[src/rtl/mem_port_arbiter_pkg.sv]
// Shared definitions for the instruction/data memory port arbiter.
// Requester IDs double as the 1-bit entries of the outstanding-ID FIFO.
package mem_port_arbiter_pkg;

  typedef enum logic {
    REQ_INSTR = 1'b0,
    REQ_DATA  = 1'b1
  } req_id_e;

  // Attributes driven on behalf of the fetch side, which only ever reads full words.
  localparam logic        NOP_WE    = 1'b0;
  localparam logic [3:0]  NOP_BE    = 4'hF;
  localparam logic [31:0] NOP_WDATA = 32'h0000_0000;

endpackage

[src/rtl/mem_arb_id_fifo.sv]
// In-order FIFO recording which requester owns each outstanding memory transaction.
// Push is ignored when full and pop is ignored when empty.
module mem_arb_id_fifo #(
  parameter int unsigned DEPTH = 2
) (
  input  logic                         clk_i,
  input  logic                         rst_i,
  input  logic                         push,
  input  logic                         wdata,
  input  logic                         pop,
  output logic                         rdata,
  output logic                         full,
  output logic                         empty,
  output logic [$clog2(DEPTH+1)-1:0]   count
);

  localparam int unsigned PTR_W = (DEPTH > 1) ? $clog2(DEPTH) : 1;
  localparam int unsigned CNT_W = $clog2(DEPTH + 1);

  logic             mem [DEPTH];
  logic [PTR_W-1:0] wr_ptr;
  logic [PTR_W-1:0] rd_ptr;
  logic             do_push;
  logic             do_pop;

  function automatic logic [PTR_W-1:0] ptr_inc(input logic [PTR_W-1:0] p);
    return (p == PTR_W'(DEPTH - 1)) ? '0 : p + PTR_W'(1);
  endfunction

  assign full    = (count == CNT_W'(DEPTH));
  assign empty   = (count == '0);
  assign do_push = push & ~full;
  assign do_pop  = pop & ~empty;
  assign rdata   = mem[rd_ptr];

  // NOTE: storage carries no reset; an entry is only ever read after it was written,
  // and the reset-cleared count is what defines which entries are valid.
  always_ff @(posedge clk_i) begin
    if (do_push) mem[wr_ptr] <= wdata;
  end

  // NOTE: sequential state uses non-blocking assignments so every register samples
  // pre-edge values regardless of statement order.
  always_ff @(posedge clk_i) begin
    if (rst_i) begin
      wr_ptr <= '0;
      rd_ptr <= '0;
      count  <= '0;
    end else begin
      if (do_push) wr_ptr <= ptr_inc(wr_ptr);
      if (do_pop)  rd_ptr <= ptr_inc(rd_ptr);
      case ({do_push, do_pop})
        2'b10:   count <= count + CNT_W'(1);
        2'b01:   count <= count - CNT_W'(1);
        default: count <= count;
      endcase
    end
  end

endmodule

[src/rtl/mem_port_arbiter.sv]
// Shares one req/gnt/rvalid memory port between instruction fetch and load/store,
// routing in-order responses back to the side that issued each transaction.
module mem_port_arbiter
  import mem_port_arbiter_pkg::*;
#(
  parameter int unsigned MAX_OUTSTANDING = 2,
  parameter int unsigned ARB_MODE        = 1
) (
  input  logic        clk_i,
  input  logic        rst_i,

  input  logic        instr_req_i,
  input  logic [31:0] instr_addr_i,
  output logic        instr_gnt_o,
  output logic        instr_rvalid_o,
  output logic [31:0] instr_rdata_o,
  output logic        instr_err_o,

  input  logic        data_req_i,
  input  logic        data_we_i,
  input  logic [3:0]  data_be_i,
  input  logic [31:0] data_addr_i,
  input  logic [31:0] data_wdata_i,
  output logic        data_gnt_o,
  output logic        data_rvalid_o,
  output logic [31:0] data_rdata_o,
  output logic        data_err_o,

  output logic        mem_req_o,
  output logic        mem_we_o,
  output logic [3:0]  mem_be_o,
  output logic [31:0] mem_addr_o,
  output logic [31:0] mem_wdata_o,
  input  logic        mem_gnt_i,
  input  logic        mem_rvalid_i,
  input  logic [31:0] mem_rdata_i,
  input  logic        mem_err_i
);

  localparam int unsigned CNT_W = $clog2(MAX_OUTSTANDING + 1);

  req_id_e    sel;
  req_id_e    lock_id;
  req_id_e    rr_last;
  logic       locked;
  logic       sel_req;
  logic       xfer;
  logic       rsp_ok;
  logic       fifo_full;
  logic       fifo_empty;
  logic       fifo_head;
  logic [CNT_W-1:0] fifo_count;

  // NOTE: every combinational output gets a default before any branch so no path
  // leaves it unassigned, which would infer a latch.
  always_comb begin
    sel = REQ_INSTR;
    if (locked) begin
      sel = lock_id;
    end else if (instr_req_i && data_req_i) begin
      if (ARB_MODE == 0) sel = REQ_DATA;
      else               sel = (rr_last == REQ_INSTR) ? REQ_DATA : REQ_INSTR;
    end else if (data_req_i) begin
      sel = REQ_DATA;
    end
  end

  assign sel_req   = (sel == REQ_DATA) ? data_req_i : instr_req_i;
  assign mem_req_o = sel_req & ~fifo_full & ~rst_i;
  assign xfer      = mem_req_o & mem_gnt_i;

  assign mem_we_o    = (sel == REQ_DATA) ? data_we_i    : NOP_WE;
  assign mem_be_o    = (sel == REQ_DATA) ? data_be_i    : NOP_BE;
  assign mem_addr_o  = (sel == REQ_DATA) ? data_addr_i  : instr_addr_i;
  assign mem_wdata_o = (sel == REQ_DATA) ? data_wdata_i : NOP_WDATA;

  assign instr_gnt_o = xfer & (sel == REQ_INSTR);
  assign data_gnt_o  = xfer & (sel == REQ_DATA);

  // The lock pins the selection while a request waits, so its attributes never change mid-handshake.
  always_ff @(posedge clk_i) begin
    if (rst_i) begin
      locked  <= 1'b0;
      lock_id <= REQ_INSTR;
      rr_last <= REQ_INSTR;
    end else if (xfer) begin
      locked  <= 1'b0;
      rr_last <= sel;
    end else if (mem_req_o) begin
      locked  <= 1'b1;
      lock_id <= sel;
    end
  end

  mem_arb_id_fifo #(
    .DEPTH (MAX_OUTSTANDING)
  ) u_id_fifo (
    .clk_i (clk_i),
    .rst_i (rst_i),
    .push  (xfer),
    .wdata (sel),
    .pop   (rsp_ok),
    .rdata (fifo_head),
    .full  (fifo_full),
    .empty (fifo_empty),
    .count (fifo_count)
  );

  // A response with nothing outstanding (e.g. a stale one after reset) is dropped.
  assign rsp_ok = mem_rvalid_i & ~fifo_empty & ~rst_i;

  assign instr_rvalid_o = rsp_ok & (fifo_head == REQ_INSTR);
  assign data_rvalid_o  = rsp_ok & (fifo_head == REQ_DATA);
  assign instr_err_o    = mem_err_i & instr_rvalid_o;
  assign data_err_o     = mem_err_i & data_rvalid_o;
  assign instr_rdata_o  = mem_rdata_i;
  assign data_rdata_o   = mem_rdata_i;

  a_count_bound: assert property (@(posedge clk_i) disable iff (rst_i)
    fifo_count <= CNT_W'(MAX_OUTSTANDING));

endmodule

[config.mk]
export PLATFORM = sky130hd
export DESIGN_NAME = mem_port_arbiter
export DESIGN_NICKNAME = d
export VERILOG_FILES = /design/src/rtl/mem_port_arbiter_pkg.sv /design/src/rtl/mem_arb_id_fifo.sv /design/src/rtl/mem_port_arbiter.sv
export SDC_FILE = /design/constraint.sdc
export NUM_CORES = 1
export LEC_CHECK = 0
export ABC_AREA = 0
export BUFFER_PORTS_ARGS = -buffer_cell sky130_fd_sc_hd__buf_2
export CORE_AREA = 2 2 108 110
export CTS_BUF_LIST = sky130_fd_sc_hd__clkbuf_2
export DETAILED_ROUTE_END_ITERATION = 10
export DIE_AREA = 0 0 110 112
export PLACE_DENSITY = 0.61
export SLEW_MARGIN = 20
export SYNTH_ARGS = -nofsm -noshare
export SYNTH_HDL_FRONTEND = slang
export SYNTH_SLANG_ARGS = --single-unit
[constraint.sdc]
create_clock -name clk_i -period 2.1 [get_ports clk_i]
set_input_delay 0.315 -clock clk_i [delete_from_list [all_inputs] [get_ports clk_i]]
set_output_delay 0.315 -clock clk_i [all_outputs]
set_load 0.01 [all_outputs]
==> results of run 1 <==
stage by stage:
stage | cells | power, µW
floorplan | 197 | 685
global placement | 457 | 826
detailed placement | 457 | 839
CTS | 461 | 955
global route | 466 | 1080
finish | 467 | 1010
what timing repair did:
action / 4_1_cts / 5_1_grt
cloned: 0 / 2
pin swaps: 0 / 0
gates resized for setup: 2 / 19
hold endpoints to repair: 0 / 0
endpoints found under the setup margin: 48 / 70
setup buffers: 0 / 3
registers in the layout (all words and copies together), names as in the netlist, named ones only:
register,cells
locked,1
u_id_fifo.wr_ptr,1
u_id_fifo.count,2
rr_last,1
u_id_fifo.mem,2
u_id_fifo.rd_ptr,1
lock_id,1
cells in the final DEF (no fill, tap or decap):
cell type and instances:
sky130_fd_sc_hd__nor2b_1 1, sky130_fd_sc_hd__a21oi_1 2, sky130_fd_sc_hd__inv_1 3, sky130_fd_sc_hd__nand2_1 4
sky130_fd_sc_hd__inv_6 1, sky130_fd_sc_hd__dfxtp_1 6, sky130_fd_sc_hd__diode_2 1, sky130_fd_sc_hd__nand2b_1 7
sky130_fd_sc_hd__dfxtp_2 1, sky130_fd_sc_hd__buf_12 1, sky130_fd_sc_hd__nand3_2 1, sky130_fd_sc_hd__nor3_1 2
sky130_fd_sc_hd__o21ai_0 3, sky130_fd_sc_hd__mux2_2 27, sky130_fd_sc_hd__clkbuf_16 2, sky130_fd_sc_hd__clkinv_1 1
sky130_fd_sc_hd__nor2_1 10, sky130_fd_sc_hd__ha_1 1, sky130_fd_sc_hd__mux2i_1 3, sky130_fd_sc_hd__a21oi_2 1
sky130_fd_sc_hd__buf_6 8, sky130_fd_sc_hd__and2_1 34, sky130_fd_sc_hd__a21oi_4 1, sky130_fd_sc_hd__xor2_1 2
sky130_fd_sc_hd__xnor2_1 1, sky130_fd_sc_hd__edfxtp_1 2, sky130_fd_sc_hd__a311oi_1 1, sky130_fd_sc_hd__mux2_4 6
sky130_fd_sc_hd__a311oi_2 1, sky130_fd_sc_hd__nand3b_1 1, sky130_fd_sc_hd__buf_4 6, sky130_fd_sc_hd__dfxtp_4 1
sky130_fd_sc_hd__clkbuf_2 3, sky130_fd_sc_hd__buf_2 177, sky130_fd_sc_hd__or3_1 1, sky130_fd_sc_hd__nand2b_4 1
power groups by stage:
stage	sequential (µW)	combinational (µW)	clock, µW
after floorplan	234	451	0
after global placement	236	590	0
after detailed placement	238	601	0
after CTS	234	608	113
after global routing	237	718	125
final	234	662	111
worst max-delay path: stages (launching register included):
cell and delay, ns:
sky130_fd_sc_hd__dfxtp_4 0.39, sky130_fd_sc_hd__nand2b_4 0.13, sky130_fd_sc_hd__a21oi_2 0.04, sky130_fd_sc_hd__a21oi_4 0.17
sky130_fd_sc_hd__buf_4 0.15, sky130_fd_sc_hd__clkbuf_16 0.13, sky130_fd_sc_hd__mux2_2 0.34, sky130_fd_sc_hd__buf_2 0.14
per-layer routing:
metal	part of all wire [%]	GRT usage, %	wire [µm]	up-vias
li1	-	-	-	829
met1	38	12.9	2740	775
met2	49	17.9	3480	134
met3	12	4.98	857	13
met4	0.87	1.69	62	2
met5	0.22	0	16	-
kinds of logic after synthesis:
logic type | count (synthesis) | synth area share [%]
buffers and inverters | 76 | 33.8
AND/OR/NAND/NOR | 62 | 21.9
multiplexers | 36 | 24.2
flip-flops | 10 | 13.3
AO/OA/AOI/OAI | 9 | 4.46
XOR/XNOR | 3 | 1.59
adder cells (fa/ha/maj) | 1 | 0.755
final timing paths:
path / slack (ns) / end / from / depth (start not counted)
worst max-delay path: 0.01 / mem_addr_o[2] / locked / 7
worst min-delay path: 0.34 / lock_id / mem_gnt_i / 3
worst min register to register: 0.50 / u_id_fifo.wr_ptr / u_id_fifo.wr_ptr / 1
worst max register to register: 0.22 / u_id_fifo.count[1] / locked / 6
cell type report:
cell class	instances	area, µm²
well taps	143	179
clock buffers	3	15.0
diodes	1	2.50
inverters	4	20.0
multi-input cells	111	900
repair buffers	194	1090
flip-flops and latches	10	225
fillers	1245	8740
clock inverters	1	3.75
==> run_results.csv, run 1 <==
group,metric,value,unit
setup_path,timing_worst_setup_path_type,"reg2out",
clocking,clk_pin_slew_worst_paths,0.10,ns
timing,slew-limit-headroom,82.0,%
place,dp_hpwl,6.41,mm
setup_path,worst_ep_required_time,1.78,ns
setup_path,crit_path_end_kind,"output pin",
setup_path,start_kind,"register",
timing,finalWorstPathRequiredPeriod,2.09,ns
layout,finish.utilization,21.8,%
routing,drt_iter0_markers,37,
routing,finalWirelength,7.16,mm
clocking,cts-hold-fix-buffers,0,
routing,antenna_left,0,
die,dieHeight,112,µm
power_and_ir_drop,ir_drop,0.170,mV
layout,drive_gt1_share,73.7,%
die,fp.dieArea,0.0123,mm²
run_status,run_status,"finished clean",
timing,rsz0062_at_grt,"true",
power_and_ir_drop,leakage,0.00132,µW
global_routing,grt_max_degree,41,
synth,main_area_contributors_after_synthesis,"sky130_fd_sc_hd__buf_4 29%, sky130_fd_sc_hd__mux2_2 22%, sky130_fd_sc_hd__and2_1 13%, sky130_fd_sc_hd__dfxtp_1 9.7%, sky130_fd_sc_hd__edfxtp_1 3.6%",
timing,final.period_utilization,99.3,%
synth,netlist_top_cells_count,"65 x sky130_fd_sc_hd__buf_4, 34 x sky130_fd_sc_hd__and2_1, 33 x sky130_fd_sc_hd__mux2_2",
die,chipWidth,110,µm
clocking,clock-sinks,10,
synth,synth.yosys.warnings,0,
synth,synth-edff-count,2,
global_routing,initial_antenna_violation_count,2,
timing,timing.final.hold_violations,0,
synth,synth-seq-cells,10,
timing,worst_slack,0.0142,ns
clocking,ctsRootBufferMaster,"sky130_fd_sc_hd__clkbuf_2",
synth,yosys_most_used_dff,"sky130_fd_sc_hd__dfxtp_1",
routing,first_pass_iters,4,
synth,synth_top_area_share,29.5,%
power_and_ir_drop,p_int,620,µW
synth,synth_async_sr_flop_share,0,%
synth,leading_cell_type_by_number_of_instances_after_synthesis,"sky130_fd_sc_hd__buf_4",
place,gp_congestion,0.839,
global_routing,wire_length_of_the_first_global_routing_pass,10.3,mm
die,ios,280,
global_routing,global_route_congestion_overflow_total,0,
flow_run,cap_violations,0,
timing,worstMarginPinSlew,0.270,ns
place,placedInstanceArea,0.00226,mm²
die,fp.coreArea,0.0112,mm²
clocking,ctsHtreeMaxLevel,1,
synth,synthDistinctLibCells,28,
timing,holdWs,0.338,ns
power_and_ir_drop,power.share.switching,38.4,%
routing,remaining_drc_errors,0,
power_and_ir_drop,sequential_power_share,23.3,%
synth,mapped_area,0.00166,mm²
die,rows,39,
routing,num_vias,1753,
timing,fin_tns_setup,0,ns
synth,synth_cells,197,
synth,post_synth.cell_area_avg,8.41,µm²
layout,postLayoutCellArea,0.00244,mm²
clocking,total_clock_buffers_created_by_cts,3,
power_and_ir_drop,power.density_cell_area,413,mW/mm²
routing,vias_per_cell,3.75,
timing,count_of_pins_over_their_slew_limit,0,
global_routing,groute.usage.overall,10.8,%
layout,synthToLayoutAreaGrowth,47.1,%
clocking,worstSkewPairLatency,0.26,ns
min_path,hold_path.class,"in2reg",
timing,fin_worst_skew,0.00687,ns
power_and_ir_drop,p_comb_share,65.7,%
power_and_ir_drop,clock_power_share,11.0,%
power_and_ir_drop,switchingPower,387,µW
layout,final_net_count,465,
place,io_buffer_count,183,
global_routing,first_global_vias,1844,
place,place_worst_setup_slack,0.206,ns
synth,synth_fp_nets,338,
synth,synthDominantAreaCellType,"sky130_fd_sc_hd__buf_4",
timing,setup_violations,0,
synth,fraction_of_the_yosys_area_taken_by_sequential_cells,13.3,%
routing,drt-wirelength-per-cell,15.3,µm
setup_path,worstPathArrival,1.77,ns
timing,fmax,479,MHz
clocking,cts_tree,"yes",
setup_path,cp_max_fo,6,
clocking,max-clock-path-buffers,2,
die,initial_utilization,14.8,%
Note: power is estimated with default switching activity, not from simulation.
==> run 2, diff against run 1 <==
--- a/config.mk
+++ b/config.mk
@@ -11,7 +11,8 @@
 export CTS_BUF_LIST = sky130_fd_sc_hd__clkbuf_2
 export DETAILED_ROUTE_END_ITERATION = 10
 export DIE_AREA = 0 0 110 112
-export PLACE_DENSITY = 0.61
+export PLACE_DENSITY_LB_ADDON = 0.25
+export REMOVE_ABC_BUFFERS = 1
 export SLEW_MARGIN = 20
 export SYNTH_ARGS = -nofsm -noshare
 export SYNTH_HDL_FRONTEND = slang
==> run 2 against run 1 <==
Routed wire length increased by 15%. Register-to-register slack got worse by 0.05 ns. Worst hold slack better by 0.027 ns. Setup slack gained 0.033 ns. Clock skew up 0.0088 ns. Sequential share of layout area fell by 0.79 points. Cell area grew 10%. Non-clock buffer count increased by 7. Maximum frequency grew 1.6%. Via count rose by 5.9%. Utilization increased by 2.2 points. Clock power about the same. Critical path type unchanged. Highest routed layer unchanged.
==> run_results.csv, run 2 (synthesis results as in run 1) <==
group,metric,value,unit
setup_path,worst_ep_required_time,1.78,ns
timing,timing.final.hold_violations,0,
setup_path,critPathBufInv,2,
timing,finalWorstPathRequiredPeriod,2.05,ns
power_and_ir_drop,power.density_cell_area,416,mW/mm²
run_status,run_status,"finished clean",
place,place_worst_setup_slack,0.106,ns
flow_run,cap_violations,0,
routing,antenna_left,0,
clocking,cts_tree,"yes",
routing,detailroute.wirelength.met2,3.52,mm
global_routing,wire_length_of_the_first_global_routing_pass,11.0,mm
global_routing,initial_antenna_violation_count,0,
layout,seqCellArea,226,µm²
layout,final_net_count,472,
clocking,ctsRootBufferMaster,"sky130_fd_sc_hd__clkbuf_2",
power_and_ir_drop,switchingPower,398,µW
setup_path,cp_max_fo,4,
clocking,total_clock_buffers_created_by_cts,3,
die,ios,280,
power_and_ir_drop,clock_power_share,10.0,%
timing,final.period_utilization,97.7,%
timing,count_of_pins_over_their_slew_limit,0,
die,dieHeight,112,µm
power_and_ir_drop,power.share.switching,35.7,%
setup_path,critPathSlowestCell,"sky130_fd_sc_hd__dfxtp_4",
setup_path,crit_family,"buffers and inverters",
routing,dr.max_layer_used,"met5",
layout,antenna_cells_inserted,0,
layout,reg.largest.list,"u_id_fifo.count (2), u_id_fifo.mem (2)",
layout,mostFrequentLayoutCell,"sky130_fd_sc_hd__buf_2",
global_routing,first_global_vias,1841,
layout,drive_gt1_share,74.8,%
clocking,max-clock-path-buffers,2,
routing,wl_met3,1.46,mm
setup_path,start_kind,"register",
die,chipWidth,110,µm
layout,layout.cells.most_common_list,"161 x sky130_fd_sc_hd__buf_2, 34 x sky130_fd_sc_hd__and2_1, 22 x sky130_fd_sc_hd__buf_6",
clocking,clk_pin_slew_worst_paths,0.09,ns
power_and_ir_drop,sequential_power_share,20.5,%
setup_path,timing_worst_setup_path_type,"reg2out",
timing,fmax,487,MHz
routing,drt_iter0_markers,42,
routing,finalWirelength,8.23,mm
timing,fin_worst_skew,0.0157,ns
place,gp_congestion,0.743,
timing,slew-limit-headroom,81.2,%
global_routing,groute.usage.overall,12.1,%
timing,worstMarginPinSlew,0.282,ns
routing,first_pass_iters,2,
power_and_ir_drop,p_int,717,µW
routing,wl_met1,3.12,mm
timing,rsz0062_at_grt,"true",
die,fp.dieArea,0.0123,mm²
setup_path,crit_path_end_kind,"output pin",
timing,setup_violations,0,
die,rows,39,
layout,synthToLayoutAreaGrowth,61.8,%
place,io_buffer_count,183,
clocking,clock-sinks,10,
timing,worst_slack,0.0476,ns
setup_path,worstPathArrival,1.74,ns
global_routing,global_route_congestion_overflow_total,0,
place,dp_hpwl,6.40,mm
power_and_ir_drop,ir_drop,0.162,mV
setup_path,slowest_delay,0.35,ns
power_and_ir_drop,p_comb_share,69.4,%
routing,num_vias,1857,
place,dp.cells,457,
routing,vias_per_cell,3.93,
setup_path,worstPathCellList,"nand2b_4, a21oi_2, a21oi_4, bufbuf_16, mux2_2, buf_2",
layout,instances_no_fill,473,
min_path,hold_path.class,"in2reg",
die,fp.coreArea,0.0112,mm²
routing,remaining_drc_errors,0,
routing,drt-wirelength-per-cell,17.4,µm
clocking,ctsHtreeMaxLevel,1,
timing,holdWs,0.365,ns
die,initial_utilization,14.8,%
clocking,worstSkewPairLatency,0.26,ns
layout,fillerInstances,1193,
layout,multi_input_area,940,µm²
global_routing,grt_max_degree,41,
power_and_ir_drop,leakage,0.00146,µW
-- run 2: changes by cell type in the layout (fill, tap and decap cells not counted), sizes merged --
cell	before	now
buf	192	199
diode	1	0
clkbuf	5	4
bufbuf	0	1
-- run 2: final cells by class --
| type | instances | area share [%] |
|---|---|---|
| Tap cell | 143 | 6.68 |
| Inverter | 4 | 0.747 |
| Multi-Input combinational cell | 111 | 35.1 |
| Clock inverter | 1 | 0.140 |
| Timing Repair Buffer | 201 | 48.4 |
| Sequential cell | 10 | 8.45 |
| Clock buffer | 3 | 0.560 |
-- run 2: worst reg2reg max path, delay by kind of cell (launching register included) --
family,cells,cell delay [ns]
fa+ha+maj,1,0.37
simple gates,3,0.70
flops,1,0.35
compound gates,2,0.47
-- run 2: per-layer routing --
layer	track usage, %	vias to the layer above
met1	13.9	828
met2	16.5	182
met4	1.01	4
met3	11.2	4
li1	-	839
met5	8.40	-
-- run 2: stage by stage --
step / instance area [µm²] / setup TNS, ns / util [%] / power, µW
2_1_floorplan: 1110 / -1.78 / - / 531
3_3_place_gp: 2260 / 0 / 20.3 / 813
3_5_place_dp: 2260 / 0 / 20.3 / 813
4_1_cts: 2500 / -0.392 / 22.3 / 1050
5_1_grt: 2680 / -0.917 / 24.0 / 1200
6_report: 2680 / 0 / 24.0 / 1120
-- run 2: what timing repair did --
| action | in CTS | in global routing |
|---|---|---|
| gates cloned | 3 | 1 |
| hold buffers | 0 | 0 |
| endpoints found under the setup margin | 34 | 63 |
| pin swaps | 0 | 2 |
| buffers inserted | 4 | 4 |
| hold endpoints to repair | 0 | 0 |
| gates resized for setup | 18 | 29 |
-- run 2: power by group through the flow --
stage,sequential (µW),clock [µW],combinational [µW]
2_1_floorplan,234,0,297
6_report,229,112,774
3_5_place_dp,235,0,578
5_1_grt,232,135,832
3_3_place_gp,235,0,578
4_1_cts,229,118,700
-- run 2: final timing paths --
path                                        from                  to  slack [ns]  depth (start not counted)
worst min register to register  u_id_fifo.wr_ptr    u_id_fifo.wr_ptr        0.49                          1
worst max-delay path                      locked      mem_addr_o[28]        0.05                          6
worst max register to register            locked  u_id_fifo.count[1]        0.17                          6
worst min-delay path                   mem_gnt_i             lock_id        0.36                          3
